[src/rtl/pbus_capture.sv]
// pbus_capture: receive-side capture stage for the parallel address/data
// test bus. Registers the bus pins, tracks bursts (contiguous runs of
// oe-high beats), buffers every beat as {first, addr, data} in a
// first-word-fall-through FIFO and keeps address-sequence, burst and
// overflow statistics for the downstream checker.
module pbus_capture #(
  parameter int ADDR_W  = 10,
  parameter int DATA_W  = 8,
  parameter int FIFO_AW = 4
) (
  input  logic              clk,
  input  logic              rst_n,
  input  logic [ADDR_W-1:0] bus_addr,
  input  logic [DATA_W-1:0] bus_data,
  input  logic              bus_oe,
  input  logic              clr,
  input  logic              out_ready,
  output logic              out_valid,
  output logic [ADDR_W-1:0] out_addr,
  output logic [DATA_W-1:0] out_data,
  output logic              out_first,
  output logic              fifo_full,
  output logic              overflow,
  output logic [15:0]       seq_err_cnt,
  output logic [15:0]       burst_cnt,
  output logic [ADDR_W:0]   last_len
);

  // Stored word layout: {first, addr, data}
  localparam int WORD_W = ADDR_W + DATA_W + 1;
  localparam int DEPTH  = 1 << FIFO_AW;

  localparam logic [ADDR_W:0]  LEN_MAX  = '1;
  localparam logic [ADDR_W:0]  LEN_ONE  = {{ADDR_W{1'b0}}, 1'b1};
  localparam logic [FIFO_AW:0] FULL_CNT = {1'b1, {FIFO_AW{1'b0}}};
  localparam logic [15:0]      CNT_MAX  = 16'hFFFF;

  typedef enum logic {
    IDLE  = 1'b0,
    BURST = 1'b1
  } state_t;

  // Input stage
  logic [ADDR_W-1:0] addr_q;
  logic [DATA_W-1:0] data_q;
  logic              oe_q;

  // Burst tracking
  state_t            state_reg;
  state_t            state_next;
  logic [ADDR_W-1:0] expected_reg;
  logic [ADDR_W:0]   len_reg;

  // Per-cycle decisions from the FSM output logic
  logic push_req;
  logic push_first;
  logic seq_mismatch;
  logic burst_end;

  // FIFO storage and bookkeeping
  logic [WORD_W-1:0]  mem [DEPTH];
  logic [FIFO_AW-1:0] wr_ptr_reg;
  logic [FIFO_AW-1:0] rd_ptr_reg;
  logic [FIFO_AW:0]   count_reg;
  logic [WORD_W-1:0]  head_word;
  logic               pop;
  logic               push_ok;
  logic               push_drop;

  // Statistics
  logic              overflow_reg;
  logic [15:0]       seq_err_cnt_reg;
  logic [15:0]       burst_cnt_reg;
  logic [ADDR_W:0]   last_len_reg;

  // Sample the bus pins; every decision below looks only at these copies
  always_ff @(posedge clk or negedge rst_n) begin
    if (!rst_n) begin
      addr_q <= '0;
      data_q <= '0;
      oe_q   <= 1'b0;
    end else begin
      addr_q <= bus_addr;
      data_q <= bus_data;
      oe_q   <= bus_oe;
    end
  end

  // FSM state register
  always_ff @(posedge clk or negedge rst_n) begin
    if (!rst_n) begin
      state_reg <= IDLE;
    end else begin
      state_reg <= state_next;
    end
  end

  // FSM next-state: a burst lasts exactly as long as oe_q stays high
  always_comb begin
    state_next = state_reg;
    case (state_reg)
      IDLE:    if (oe_q)  state_next = BURST;
      BURST:   if (!oe_q) state_next = IDLE;
      default: state_next = IDLE;
    endcase
  end

  // FSM outputs: classify the sampled beat as first, continuation or burst end
  always_comb begin
    push_req     = 1'b0;
    push_first   = 1'b0;
    seq_mismatch = 1'b0;
    burst_end    = 1'b0;
    case (state_reg)
      IDLE: begin
        if (oe_q) begin
          push_req   = 1'b1;
          push_first = 1'b1;
        end
      end
      BURST: begin
        if (oe_q) begin
          push_req     = 1'b1;
          seq_mismatch = (addr_q != expected_reg);
        end else begin
          burst_end = 1'b1;
        end
      end
      default: ;
    endcase
  end

  // Expected next address and running length; the expected address always
  // follows the last seen address so one bad beat costs only one error, and
  // dropped beats still advance both
  always_ff @(posedge clk or negedge rst_n) begin
    if (!rst_n) begin
      expected_reg <= '0;
      len_reg      <= '0;
    end else if (push_req) begin
      expected_reg <= addr_q + 1'b1;
      if (push_first) begin
        len_reg <= LEN_ONE;
      end else if (len_reg != LEN_MAX) begin
        len_reg <= len_reg + 1'b1;
      end
    end
  end

  // Push/pop arbitration: a full FIFO still accepts when the head leaves
  // in the same cycle
  assign pop       = out_valid && out_ready;
  assign push_ok   = push_req && (!fifo_full || pop);
  assign push_drop = push_req && fifo_full && !pop;

  // FIFO storage write; the array carries no reset so it maps onto RAM
  always_ff @(posedge clk) begin
    if (push_ok) begin
      mem[wr_ptr_reg] <= {push_first, addr_q, data_q};
    end
  end

  // FIFO pointers and occupancy
  always_ff @(posedge clk or negedge rst_n) begin
    if (!rst_n) begin
      wr_ptr_reg <= '0;
      rd_ptr_reg <= '0;
      count_reg  <= '0;
    end else begin
      if (push_ok) begin
        wr_ptr_reg <= wr_ptr_reg + 1'b1;
      end
      if (pop) begin
        rd_ptr_reg <= rd_ptr_reg + 1'b1;
      end
      case ({push_ok, pop})
        2'b10:   count_reg <= count_reg + 1'b1;
        2'b01:   count_reg <= count_reg - 1'b1;
        default: count_reg <= count_reg;
      endcase
    end
  end

  // Head of FIFO, forced to zero while empty so stale RAM never shows
  always_comb begin
    head_word = mem[rd_ptr_reg];
    out_valid = (count_reg != '0);
    fifo_full = (count_reg == FULL_CNT);
    if (out_valid) begin
      out_first = head_word[WORD_W-1];
      out_addr  = head_word[ADDR_W+DATA_W-1:DATA_W];
      out_data  = head_word[DATA_W-1:0];
    end else begin
      out_first = 1'b0;
      out_addr  = '0;
      out_data  = '0;
    end
  end

  // Sticky overflow flag; clr has priority over a same-cycle drop
  always_ff @(posedge clk or negedge rst_n) begin
    if (!rst_n) begin
      overflow_reg <= 1'b0;
    end else if (clr) begin
      overflow_reg <= 1'b0;
    end else if (push_drop) begin
      overflow_reg <= 1'b1;
    end
  end

  // Saturating address-sequence error counter; clr has priority
  always_ff @(posedge clk or negedge rst_n) begin
    if (!rst_n) begin
      seq_err_cnt_reg <= '0;
    end else if (clr) begin
      seq_err_cnt_reg <= '0;
    end else if (seq_mismatch && (seq_err_cnt_reg != CNT_MAX)) begin
      seq_err_cnt_reg <= seq_err_cnt_reg + 1'b1;
    end
  end

  // Wrapping completed-burst counter; clr has priority
  always_ff @(posedge clk or negedge rst_n) begin
    if (!rst_n) begin
      burst_cnt_reg <= '0;
    end else if (clr) begin
      burst_cnt_reg <= '0;
    end else if (burst_end) begin
      burst_cnt_reg <= burst_cnt_reg + 1'b1;
    end
  end

  // Length of the last completed burst; unaffected by clr
  always_ff @(posedge clk or negedge rst_n) begin
    if (!rst_n) begin
      last_len_reg <= '0;
    end else if (burst_end) begin
      last_len_reg <= len_reg;
    end
  end

  assign overflow    = overflow_reg;
  assign seq_err_cnt = seq_err_cnt_reg;
  assign burst_cnt   = burst_cnt_reg;
  assign last_len    = last_len_reg;

endmodule
[config.mk]
export PLATFORM = sky130hd
export DESIGN_NAME = pbus_capture
export DESIGN_NICKNAME = d
export VERILOG_FILES = /design/src/rtl/pbus_capture.sv
export SDC_FILE = /design/constraint.sdc
export NUM_CORES = 1
export LEC_CHECK = 0
export ABC_AREA = 1
export CORE_ASPECT_RATIO = 1.2
export CORE_MARGIN = 4
export CORE_UTILIZATION = 56
export CTS_BUF_LIST = sky130_fd_sc_hd__clkbuf_16
export DETAILED_ROUTE_END_ITERATION = 7
export GPL_TIMING_DRIVEN = 0
export PLACE_DENSITY = 0.75
export SYNTH_ARGS = -nofsm -noshare
export SYNTH_HDL_FRONTEND = slang
export SYNTH_SLANG_ARGS = --single-unit
[constraint.sdc]
create_clock -name clk -period 2.9 [get_ports clk]
set_input_delay 0.435 -clock clk [delete_from_list [all_inputs] [get_ports clk]]
set_output_delay 0.435 -clock clk [all_outputs]
set_load 0.005 [all_outputs]
==> results_dict.tcl <==
set metrics [dict create \
    status "finished, violations left" \
    violations "negative setup slack" \
    grt_max_degree 68 \
    cp.required_ns 2.47 \
    ant_nets 0 \
    core_area_sq_um 29100 \
    cap_violations 0 \
    largest_reg_flops 304 \
    start_kind "register" \
    timing.hold.ws_ns 0.3337 \
    vias_per_cell 6.244 \
    synth_edf_count 304 \
    fp.dieH_microns 197.0 \
    worst_setup_path_end_kind "output pin" \
    yosysMostFrequentCell "edfxtp_1" \
    ir_drop_mv 0.5926 \
    grt_pass1_wl_mm 69.86 \
    avgSynthCellArea_sq_um 11.86 \
    slew_headroom 0.3757 \
    yosys-top-cells-area "edfxtp_1 (55%), dfrtp_1 (15%), o21ai_0 (5.9%)" \
    synth.ff_latch_count 402 \
    synth_top_area_frac 0.5475 \
    remaining_drc_errors 0 \
    hold_violations 0 \
    reg2reg_slack_ns 0.22 \
    h-tree-depth 2 \
    root_buffer "clkbuf_16" \
    fp.dieW_microns 165.5 \
    gp_congestion 0.8817 \
    antennaDiodeCount 0 \
    postLayoutCoreUtil 0.6959 \
    numPortBuffers 87 \
    num-nets-final 1590 \
    synthTopCellsByCount "edfxtp_1 (304), nor2_1 (236), o21ai_0 (196), nand2_1 (134), dfrtp_1 (98)" \
    overflow 0 \
    drtPass1Iterations 6 \
    numCtsBuffers 39 \
    ys_async_sr_fraction 0.2438 \
    crit_fanout 10 \
    ios 88 \
    syn-num-nets 1440 \
    routedWlPerCell_microns 23.14 \
    clock_latency_ns 0.54 \
    skew_ns 0.01856 \
    drt-initial-drc-count 1693 \
    antenna_found_initial 0 \
    worstMarginPinSlew_ns 0.9355 \
    clockBufferDepth 3 \
    setup_violations 2 \
    slew_viol_final 0 \
    wirelength_mm 45.59 \
    pwr_density_cell_nw_per_um2 954.5 \
    min_from "bus_data[1]" \
    p_total_mw 19.33 \
    hp-class "input port to register" \
    cp-startpoint "rd_ptr_reg[0]" \
    max_freq_mhz 338.6 \
    grt_pass1_vias 12380 \
    vias 12300 \
    crit_type "register to output pin" \
    synth_area_sq_um 16670 \
    grt_usage 0.2823 \
    dpl.hpwl_mm 29.31 \
    clk_pin_slew_ns 0.06 \
    reg2reg_from "oe_q" \
    synth_area_leader_cell "edfxtp_1" \
    yosysWarnings 0 \
    crit_arrival_ns 2.52 \
    syn_to_final_growth_pct 21.45 \
    cts.sink_count 402 \
    start_util 0.5731 \
    min_period_over_period 1.018 \
    cts_tree "built" \
    rows 68 \
    drive_gt1_frac 0.1470 \
    syn_inst 1406 \
    yosysSeqAreaShare 0.6945 \
    dieArea_sq_um 32610 \
    ys_dominant_reg_cell "edfxtp_1" \
    power_leakage_nw 7.448 \
    period_needed_ns 2.953 \
    yosysUniqueCellTypes 47 \
    setup_ws_ns -0.05335 \
]
## per-stage QoR
step / setup WS (ns) / cell area, sq um / cells / TNS [ns]
floorplan: 0.6278 / 16670 / 1406 / 0
global placement: -2.542 / 18030 / 1878 / -570.82
detailed placement: -0.3688 / 18400 / 1895 / -37.21
CTS: -0.2134 / 20110 / 1966 / -0.9751
global route: -0.02839 / 20250 / 1970 / -0.07418
finish: -0.05335 / 20250 / 1970 / -0.09299
## what timing repair did
item,in CTS,in global routing
cloned,0,2
setup endpoints to repair,19,18
endpoints found under the hold margin,31,0
setup buffers,0,2
hold buffers,1,0
pin swaps,24,12
gates resized for setup,134,42
## cell type report
class | instances | area, sq um
buffer | 73 | 603.1
timing repair buffer | 109 | 1256
sequential | 402 | 11580
tap | 385 | 481.7
clock buffer | 41 | 1026
fill | 1975 | 8847
inverter | 67 | 272.8
multi-input combinational | 864 | 4658
clock inverter | 29 | 370.4
## worst paths after layout
check	end	depth (start not counted)
min	data_q[1]	1
max in group asynchronous	wr_ptr_reg[1]	3
min reg2reg	state_reg	0
max	out_addr[9]	8
min in group asynchronous	expected_reg[2]	2
max reg2reg	mem[9][10]	6
## report_power, final
part           leakage (nW)  switching, mW  internal, mW
Combinational          2.76           4.33          2.39
Clock                 0.679           2.16          3.36
Sequential             4.01          0.304          6.78
Total                  7.45           6.80          12.5
## layer usage
layer | vias to the layer above | part of all wire | track usage
li1 | 5354 | - | -
met1 | 5936 | 0.35 | 0.3617
met2 | 841 | 0.49 | 0.4740
met3 | 169 | 0.11 | 0.04884
met4 | 0 | 0.051 | 0.1268
met5 | - | 0 | 0
## logic make-up (layout without fill, tap and decap cells)
logic type	count (synthesis)	in the layout	synth area share
AO/OA/AOI/OAI	333	333	0.1171
AND/OR/NAND/NOR	493	493	0.1303
flip-flops	402	402	0.6945
adder cells (fa/ha/maj)	11	11	0.008254
XOR/XNOR	27	27	0.01418
buffers and inverters	140	319	0.03572
## critical path, cell delays in order, from the launching register on
cell and delay [ns]:
dfrtp_1 0.42, buf_6 0.15, buf_6 0.15, buf_6 0.17, o21ai_0 0.12, o221ai_1 0.24, nand3_1 0.20, a21oi_2 0.29
clkdlybuf4s15_1 0.24
## cell usage in the layout, fill, tap and decap left out, types with 12 or more instances in the layout
| master | count |
|---|---|
| a21oi_1 | 30 |
| a21oi_2 | 14 |
| buf_4 | 12 |
| buf_6 | 13 |
| buf_8 | 15 |
| clkbuf_16 | 42 |
| clkbuf_2 | 18 |
| clkdlybuf4s50_1 | 67 |
| dfrtp_1 | 97 |
| edfxtp_1 | 304 |
| inv_1 | 61 |
| nand2_1 | 134 |
| nand3_1 | 73 |
| nor2_1 | 217 |
| nor2_2 | 25 |
| o21ai_0 | 188 |
| o221ai_1 | 53 |
| o22ai_1 | 14 |
| xor2_1 | 26 |
Power figures use the tool's default switching activity.
